===== config.mk =====
export PLATFORM = sky130hd
export DESIGN_NAME = mem_sequencer
export DESIGN_NICKNAME = d
export VERILOG_FILES = /design/src/rtl/mem_sequencer.sv
export SDC_FILE = /design/constraint.sdc
export NUM_CORES = 1
export LEC_CHECK = 0
export ABC_CLOCK_PERIOD_IN_PS = 3700
export CAP_MARGIN = 20
export CORE_MARGIN = 3
export CORE_UTILIZATION = 50
export CTS_BUF_LIST = sky130_fd_sc_hd__clkbuf_4 sky130_fd_sc_hd__clkbuf_8
export CTS_CLUSTER_DIAMETER = 120
export DETAILED_ROUTE_END_ITERATION = 8
export PLACE_DENSITY_LB_ADDON = 0.25
export SYNTH_ARGS = -nofsm -noshare
export SYNTH_HDL_FRONTEND = slang
export SYNTH_SLANG_ARGS = --single-unit

===== constraint.sdc =====
create_clock -name clk -period 3.7 [get_ports clk]
set_input_delay 0.74 -clock clk [delete_from_list [all_inputs] [get_ports clk]]
set_output_delay 0.74 -clock clk [all_outputs]
set_load 0.03 [all_outputs]

===== src/rtl/mem_sequencer.sv =====
// mem_sequencer: a five-stage memory-driven sequencer. It fetches a
// two-word instruction (A, then B) from an external RAM and executes
// either a store (write B to A's address) or a load (read A's address
// into acc). An all-ones A word halts the sequencer and returns it to WAIT.
//
// Ports:
//   clk, rst            clock, synchronous active-high reset
//   run                 start request, honoured only in WAIT
//   waits/fetcha/fetchb/execa/execb  one-hot stage indicators (registered)
//   pc                  program counter, wraps modulo 2^ADDR_W
//   ira, irb            instruction registers A and B
//   acc                 result of the most recent load
//   halted              set when a halt word ends a run
//   instr_count         retired store/load count, wraps modulo 2^CNT_W
//   mem_addr/mem_wdata/mem_rden/mem_wren  RAM request bus
//   mem_rdata           RAM read data, valid in the cycle mem_rden is high
module mem_sequencer #(
  parameter int DATA_W = 8,
  parameter int ADDR_W = 7,
  parameter int CNT_W  = 16
) (
  input  logic              clk,
  input  logic              rst,
  input  logic              run,
  output logic              waits,
  output logic              fetcha,
  output logic              fetchb,
  output logic              execa,
  output logic              execb,
  output logic [ADDR_W-1:0] pc,
  output logic [DATA_W-1:0] ira,
  output logic [DATA_W-1:0] irb,
  output logic [DATA_W-1:0] acc,
  output logic              halted,
  output logic [CNT_W-1:0]  instr_count,
  output logic [ADDR_W-1:0] mem_addr,
  output logic [DATA_W-1:0] mem_wdata,
  output logic              mem_rden,
  output logic              mem_wren,
  input  logic [DATA_W-1:0] mem_rdata
);

  // One-hot encoding so each stage indicator is a state flop directly.
  typedef enum logic [4:0] {
    S_WAIT   = 5'b00001,
    S_FETCHA = 5'b00010,
    S_FETCHB = 5'b00100,
    S_EXECA  = 5'b01000,
    S_EXECB  = 5'b10000
  } state_t;

  localparam logic [DATA_W-1:0] HALT_WORD = '1;

  state_t              state_reg;
  logic [ADDR_W-1:0]   pc_reg;
  logic [DATA_W-1:0]   ira_reg;
  logic [DATA_W-1:0]   irb_reg;
  logic [DATA_W-1:0]   acc_reg;
  logic                halted_reg;
  logic [CNT_W-1:0]    count_reg;

  always_ff @(posedge clk) begin
    if (rst) begin
      state_reg  <= S_WAIT;
      pc_reg     <= '0;
      ira_reg    <= '0;
      irb_reg    <= '0;
      acc_reg    <= '0;
      halted_reg <= 1'b0;
      count_reg  <= '0;
    end else begin
      case (state_reg)
        S_WAIT: begin
          if (run) begin
            state_reg  <= S_FETCHA;
            halted_reg <= 1'b0;
          end
        end
        S_FETCHA: begin
          ira_reg   <= mem_rdata;
          pc_reg    <= pc_reg + 1'b1;
          state_reg <= S_FETCHB;
        end
        S_FETCHB: begin
          // The B word is still consumed for a halt pair so pc resumes
          // past it on the next run.
          irb_reg <= mem_rdata;
          pc_reg  <= pc_reg + 1'b1;
          if (ira_reg == HALT_WORD) begin
            state_reg  <= S_WAIT;
            halted_reg <= 1'b1;
          end else begin
            state_reg <= S_EXECA;
          end
        end
        S_EXECA: begin
          if (ira_reg[DATA_W-1]) begin
            acc_reg <= mem_rdata;
          end
          state_reg <= S_EXECB;
        end
        S_EXECB: begin
          count_reg <= count_reg + 1'b1;
          state_reg <= S_FETCHA;
        end
        default: state_reg <= S_WAIT;
      endcase
    end
  end

  // Memory bus decodes straight from the registered state, so a reset
  // seen during EXECA drops mem_wren in the very next cycle.
  always_comb begin
    mem_addr  = '0;
    mem_wdata = '0;
    mem_rden  = 1'b0;
    mem_wren  = 1'b0;
    case (state_reg)
      S_FETCHA, S_FETCHB: begin
        mem_addr = pc_reg;
        mem_rden = 1'b1;
      end
      S_EXECA: begin
        mem_addr = ira_reg[ADDR_W-1:0];
        if (ira_reg[DATA_W-1]) begin
          mem_rden = 1'b1;
        end else begin
          mem_wdata = irb_reg;
          mem_wren  = 1'b1;
        end
      end
      default: ;
    endcase
  end

  assign waits       = state_reg[0];
  assign fetcha      = state_reg[1];
  assign fetchb      = state_reg[2];
  assign execa       = state_reg[3];
  assign execb       = state_reg[4];
  assign pc          = pc_reg;
  assign ira         = ira_reg;
  assign irb         = irb_reg;
  assign acc         = acc_reg;
  assign halted      = halted_reg;
  assign instr_count = count_reg;

endmodule


Word level (Yosys, flattened, before mapping):

Cells that the tools add are included.

* memories: 0
* latch bits: 0
* logic and storage cells: 34
* register bits: 53
* output and inout port bits: 70
* bits in writable memories: 0
* ROM bits: 0
* input port bits: 11

* $lt $le $gt $ge: 0
* add/sub/neg operators: 2
* shift-type cells: 0
* reduce and logical (&&, ||, !) cells: 4
* muxes and demuxes: 13
* divide/modulo/power cells: 0
* bitwise operators: 0
* $mul: 0
* eq/ne operators: 8

Operator list (number)
* $pmux W5 S5: 1
* $add A16 B1 Y16 const B: 1
* $mux W8: 2
* $pmux W7 S2: 1
* $eq A8 B8 Y1 const B: 1
* $add A7 B1 Y7 const B: 1
* $eq A5 B1 Y1 const B: 1
* $eq A5 B2 Y1 const B: 1
* $eq A5 B3 Y1 const B: 1
* $eq A5 B4 Y1 const B: 1
* $eq A5 B5 Y1 const B: 1
* $mux W1: 5
* $mux W5: 1
* $mux W4: 1
* $ne A2 B2 Y1 const B: 2
* $pmux W1 S2: 2
* $reduce_and A3 Y1: 1
* $reduce_and A2 Y1: 1
* $reduce_bool A2 Y1: 1
* $reduce_or A2 Y1: 1

Depth between registers and ports, before layout:

* depth after elaboration: 3
* depth in mapped cells: 6
* gate-level depth less buffers: 5

Least setup slack after synthesis:

OpenSTA, ideal clock, no wires.

* path type: flip-flop to output port
* start point: register state_reg[1]
* end point: output port mem_wdata[0]
* buffers on the path: 0
* path slack: 1.204 ns
* data arrival time: 1.756 ns
* cell stages (with the launch flop): 5
* required time: 2.960 ns
* cell sequence: dfxtp_1 > nor2_1 > nand3_1 > nor2_1 > and2_1

* word-level cells in the longest chain between the ends: 2

Ends and longest elaborated chain
* start: declaration: RTL line 54 `state_t state_reg;`
* start signal: assignment: RTL line 64 `state_reg <= S_WAIT;`
* start signal: assignment: RTL line 75 `state_reg <= S_FETCHA;`
* start signal: assignment: RTL line 82 `state_reg <= S_FETCHB;`
* $eq A5 B4 Y1: RTL line 118 `case (state_reg)`
* $mux W8: RTL line 118
* end: declaration: RTL line 37 `output logic [DATA_W-1:0] mem_wdata,`

No other way between the ends.

Worst setup path in the final report:

* start point: register state_reg[1]
* end point: output port mem_addr[2]

* word-level cells in the longest chain between the ends: 3
* elaborated cells between the ends (all ways): 5
* classes of those cells: 3 x eq/ne; 1 x mux; 1 x reduce/logical

Ends and longest elaborated chain
* $eq A5 B2 Y1 or $eq A5 B3 Y1 (tied branches): RTL line 118
* $reduce_or A2 Y1 (no source line)
* $pmux W7 S2 *: RTL line 118
* end: declaration: RTL line 36 `output logic [ADDR_W-1:0] mem_addr,`

Every way passes the cells marked *; elsewhere a longest branch is shown, timed or not.

==> flow_summary.toml <==
[pwr]
power_frac_seq_pct = 49.2
power_frac_clock_pct = 38.1
power_density_mw_per_mm2 = 375
p_leak_uw = 0.00126
p_comb_share_pct = 12.6
swShare_pct = 25.2
ir_worst_vdd_mv = 0.251
p_switching_uw = 309
p_int_uw = 915

[finish]
n_antenna_cell = 0
drive_above_1_share_pct = 5.06
final_nets = 348
layout_common_cells = "clkdlybuf4s50_1, dfxtp_1, nor2_1"
area_delta_synth_final_pct = 40.8
largest_reg_flops = 16
stdcell_count = 388
finish.utilization_pct = 73.9
final_common_cell = "clkdlybuf4s50_1"

[cts]
path_clk_slew_ns = 0.10
htree_levels = 2
tritoncts = "yes"
root_buffer = "clkbuf_8"
clkSinkCount = 53
cts_buffers = 5
post_cts_resized = 0
cts_setup_buffers = 0
holdBufCountCts = 0
clock_path_buffers = 2
insertion_delay_ns = 0.30

[worst_hold_path]
min_from = "acc[5]"
hold_depth = 2
worstHoldEndpoint = "acc[5]"
hold_path.class = "reg -> reg"

[synthesis]
syn_area_per_cell_sq_um = 8.91
syn_area_sq_mm = 0.00232
ys_seq_area_share_pct = 45.8
synth_edf_count = 0
synthesis.nets = 273
yosysWarningCount = 0
synth_cells = 260
ys_dominant_reg_cell = "dfxtp_1"
ys_types = 37
synth_seq_cells = 53
async_flop_share_pct = 0

[setup_path]
crit_type = "reg -> out"
worstRegToRegCells = 4
critical_path_required_ns = 2.96
reg2reg_to = "halted"
end_kind = "output pin"
reg2reg_slack_ns = 1.61
arrival_ns = 2.41
cp-start-kind = "flop"
path_max_fanout = 8
worstReg2RegStart = "state_reg[0]"

[global_route]
grt_pass1_wl_microns = 9800
antenna_found_initial = 0
grt_max_degree = 54
track_usage_pct = 23.1
grt_overflow = 0
first_global_vias = 2097

[timing]
maxSlewViolCount = 0
setup_viol = 0
maxSlewHeadroom_pct = 39.3
rsz0062_at_grt = "false"
min_period_over_period_pct = 85.2
tightest_slew_ns = 0.911
period_needed_ns = 3.15
fmax_ghz = 0.317
fin_skew_ns = 0.00505
tns_ns = 0
hold_viol = 0

[placed_design]
dp_cells = 380
hpwl_microns = 4450
gp_congestion = 0.794
numPortBuffers = 80

[routing]
viasPerCell = 5.47
dr_total_vias = 2124
wl_microns = 5990
postRouteAntennaNets = 0
wl_per_cell_microns = 15.4
first_pass_iters = 4
post-route-drc-count = 0
drtIter0Drc = 114

[job]
maxCapViolCount = 0

[floorplanning]
die_h_microns = 74.1
num_rows = 24
start_util_pct = 52.5
die_w_microns = 74.1
dieArea_sq_mm = 0.00549
core_area_sq_mm = 0.00441
pin_count = 81

[status]
status = "complete, no violations"
==> Yosys cell counts (all sizes together), types with 2 or more instances <==
master / n / area share (%)
mux2: 2 / 0.97
and4: 3 / 1.1
nand3b: 4 / 1.3
and3: 2 / 0.54
nor3: 5 / 1.3
nor2b: 3 / 0.81
nand4: 13 / 3.5
mux2i: 16 / 6.9
nand2b: 2 / 0.54
ha: 2 / 1.1
xnor2: 5 / 1.9
and2: 12 / 3.2
o21ai: 2 / 0.43
nand4b: 2 / 0.76
or3: 4 / 1.6
a22o: 6 / 2.3
inv: 4 / 0.65
clkbuf: 9 / 1.5
nor2: 39 / 6.3
nor4: 3 / 0.81
nand2: 18 / 2.9
xor2: 10 / 3.8
buf: 3 / 0.81
a21oi: 15 / 3.2
nand3: 16 / 3.5
dfxtp: 53 / 46
==> critical path: stages, from the launching register on <==
cell and delay [ns]:
dfxtp_1 0.46, xor2_1 0.42, and2_1 0.36, a22o_1 0.20
clkdlybuf4s50_1 0.67
==> cell families (layout without fill, tap and decap cells) <==
logic type / Yosys count / in the layout / share of synthesized area [%]
buffers and inverters: 16 / 92 / 2.92
xor gates and xnor gates: 15 / 15 / 5.67
muxes: 18 / 18 / 7.88
adders and majority gates: 2 / 2 / 1.08
AOI/OAI and AO/OA: 29 / 29 / 8.15
and+or+nand+nor: 127 / 127 / 28.5
DFF: 53 / 53 / 45.8
==> stage by stage <==
step	hold WS [ns]	power, uW	setup slack (ns)	cell area, sq um
3_5_place_dp	0.447	769	0.912	3130
3_3_place_gp	0.447	764	0.973	3130
2_1_floorplan	0.585	708	1.20	2320
4_1_cts	0.462	1230	0.524	3260
6_report	0.459	1220	0.547	3260
5_1_grt	0.491	1270	0.333	3260
==> layout make-up <==
| cell class | count | area (sq um) |
|---|---|---|
| Inverter | 4 | 15.0 |
| Clock buffer | 5 | 68.8 |
| Timing Repair Buffer | 80 | 796 |
| Clock inverter | 3 | 68.8 |
| Sequential cell | 53 | 1060 |
| Multi-Input combinational cell | 191 | 1190 |
| Fill cell | 356 | 1150 |
| Tap cell | 52 | 65.1 |
==> routing by layer <==
metal / wire [microns] / global-route usage, % / up-vias
li1: - / - / 1054
met1: 2590 / 27.6 / 984
met2: 2840 / 38.8 / 75
met3: 437 / 7.84 / 11
met4: 122 / 7.65 / 0
met5: 0 / 0 / -
==> power groups by stage <==
| stage | registers [uW] | logic [uW] | clock network (uW) |
|---|---|---|---|
| after global placement | 613 | 150 | 0 |
| after global routing | 605 | 167 | 494 |
| final | 603 | 155 | 467 |
| after floorplan | 634 | 74.6 | 0 |
| after detailed placement | 615 | 154 | 0 |
| after CTS | 602 | 155 | 475 |
==> worst max path at each step <==
| stage | start | to | slack [ns] | cells past startpoint |
|---|---|---|---|---|
| floorplan | state_reg[1] | mem_wdata[0] | 1.20 | 4 |
| global placement | state_reg[1] | mem_addr[2] | 0.97 | 4 |
| detailed placement | state_reg[1] | mem_addr[2] | 0.91 | 4 |
| CTS | state_reg[2] | mem_addr[2] | 0.52 | 4 |
| global route | state_reg[1] | mem_addr[2] | 0.33 | 4 |
| finish | state_reg[1] | mem_addr[2] | 0.55 | 4 |
(Power assumes the default switching activity.)
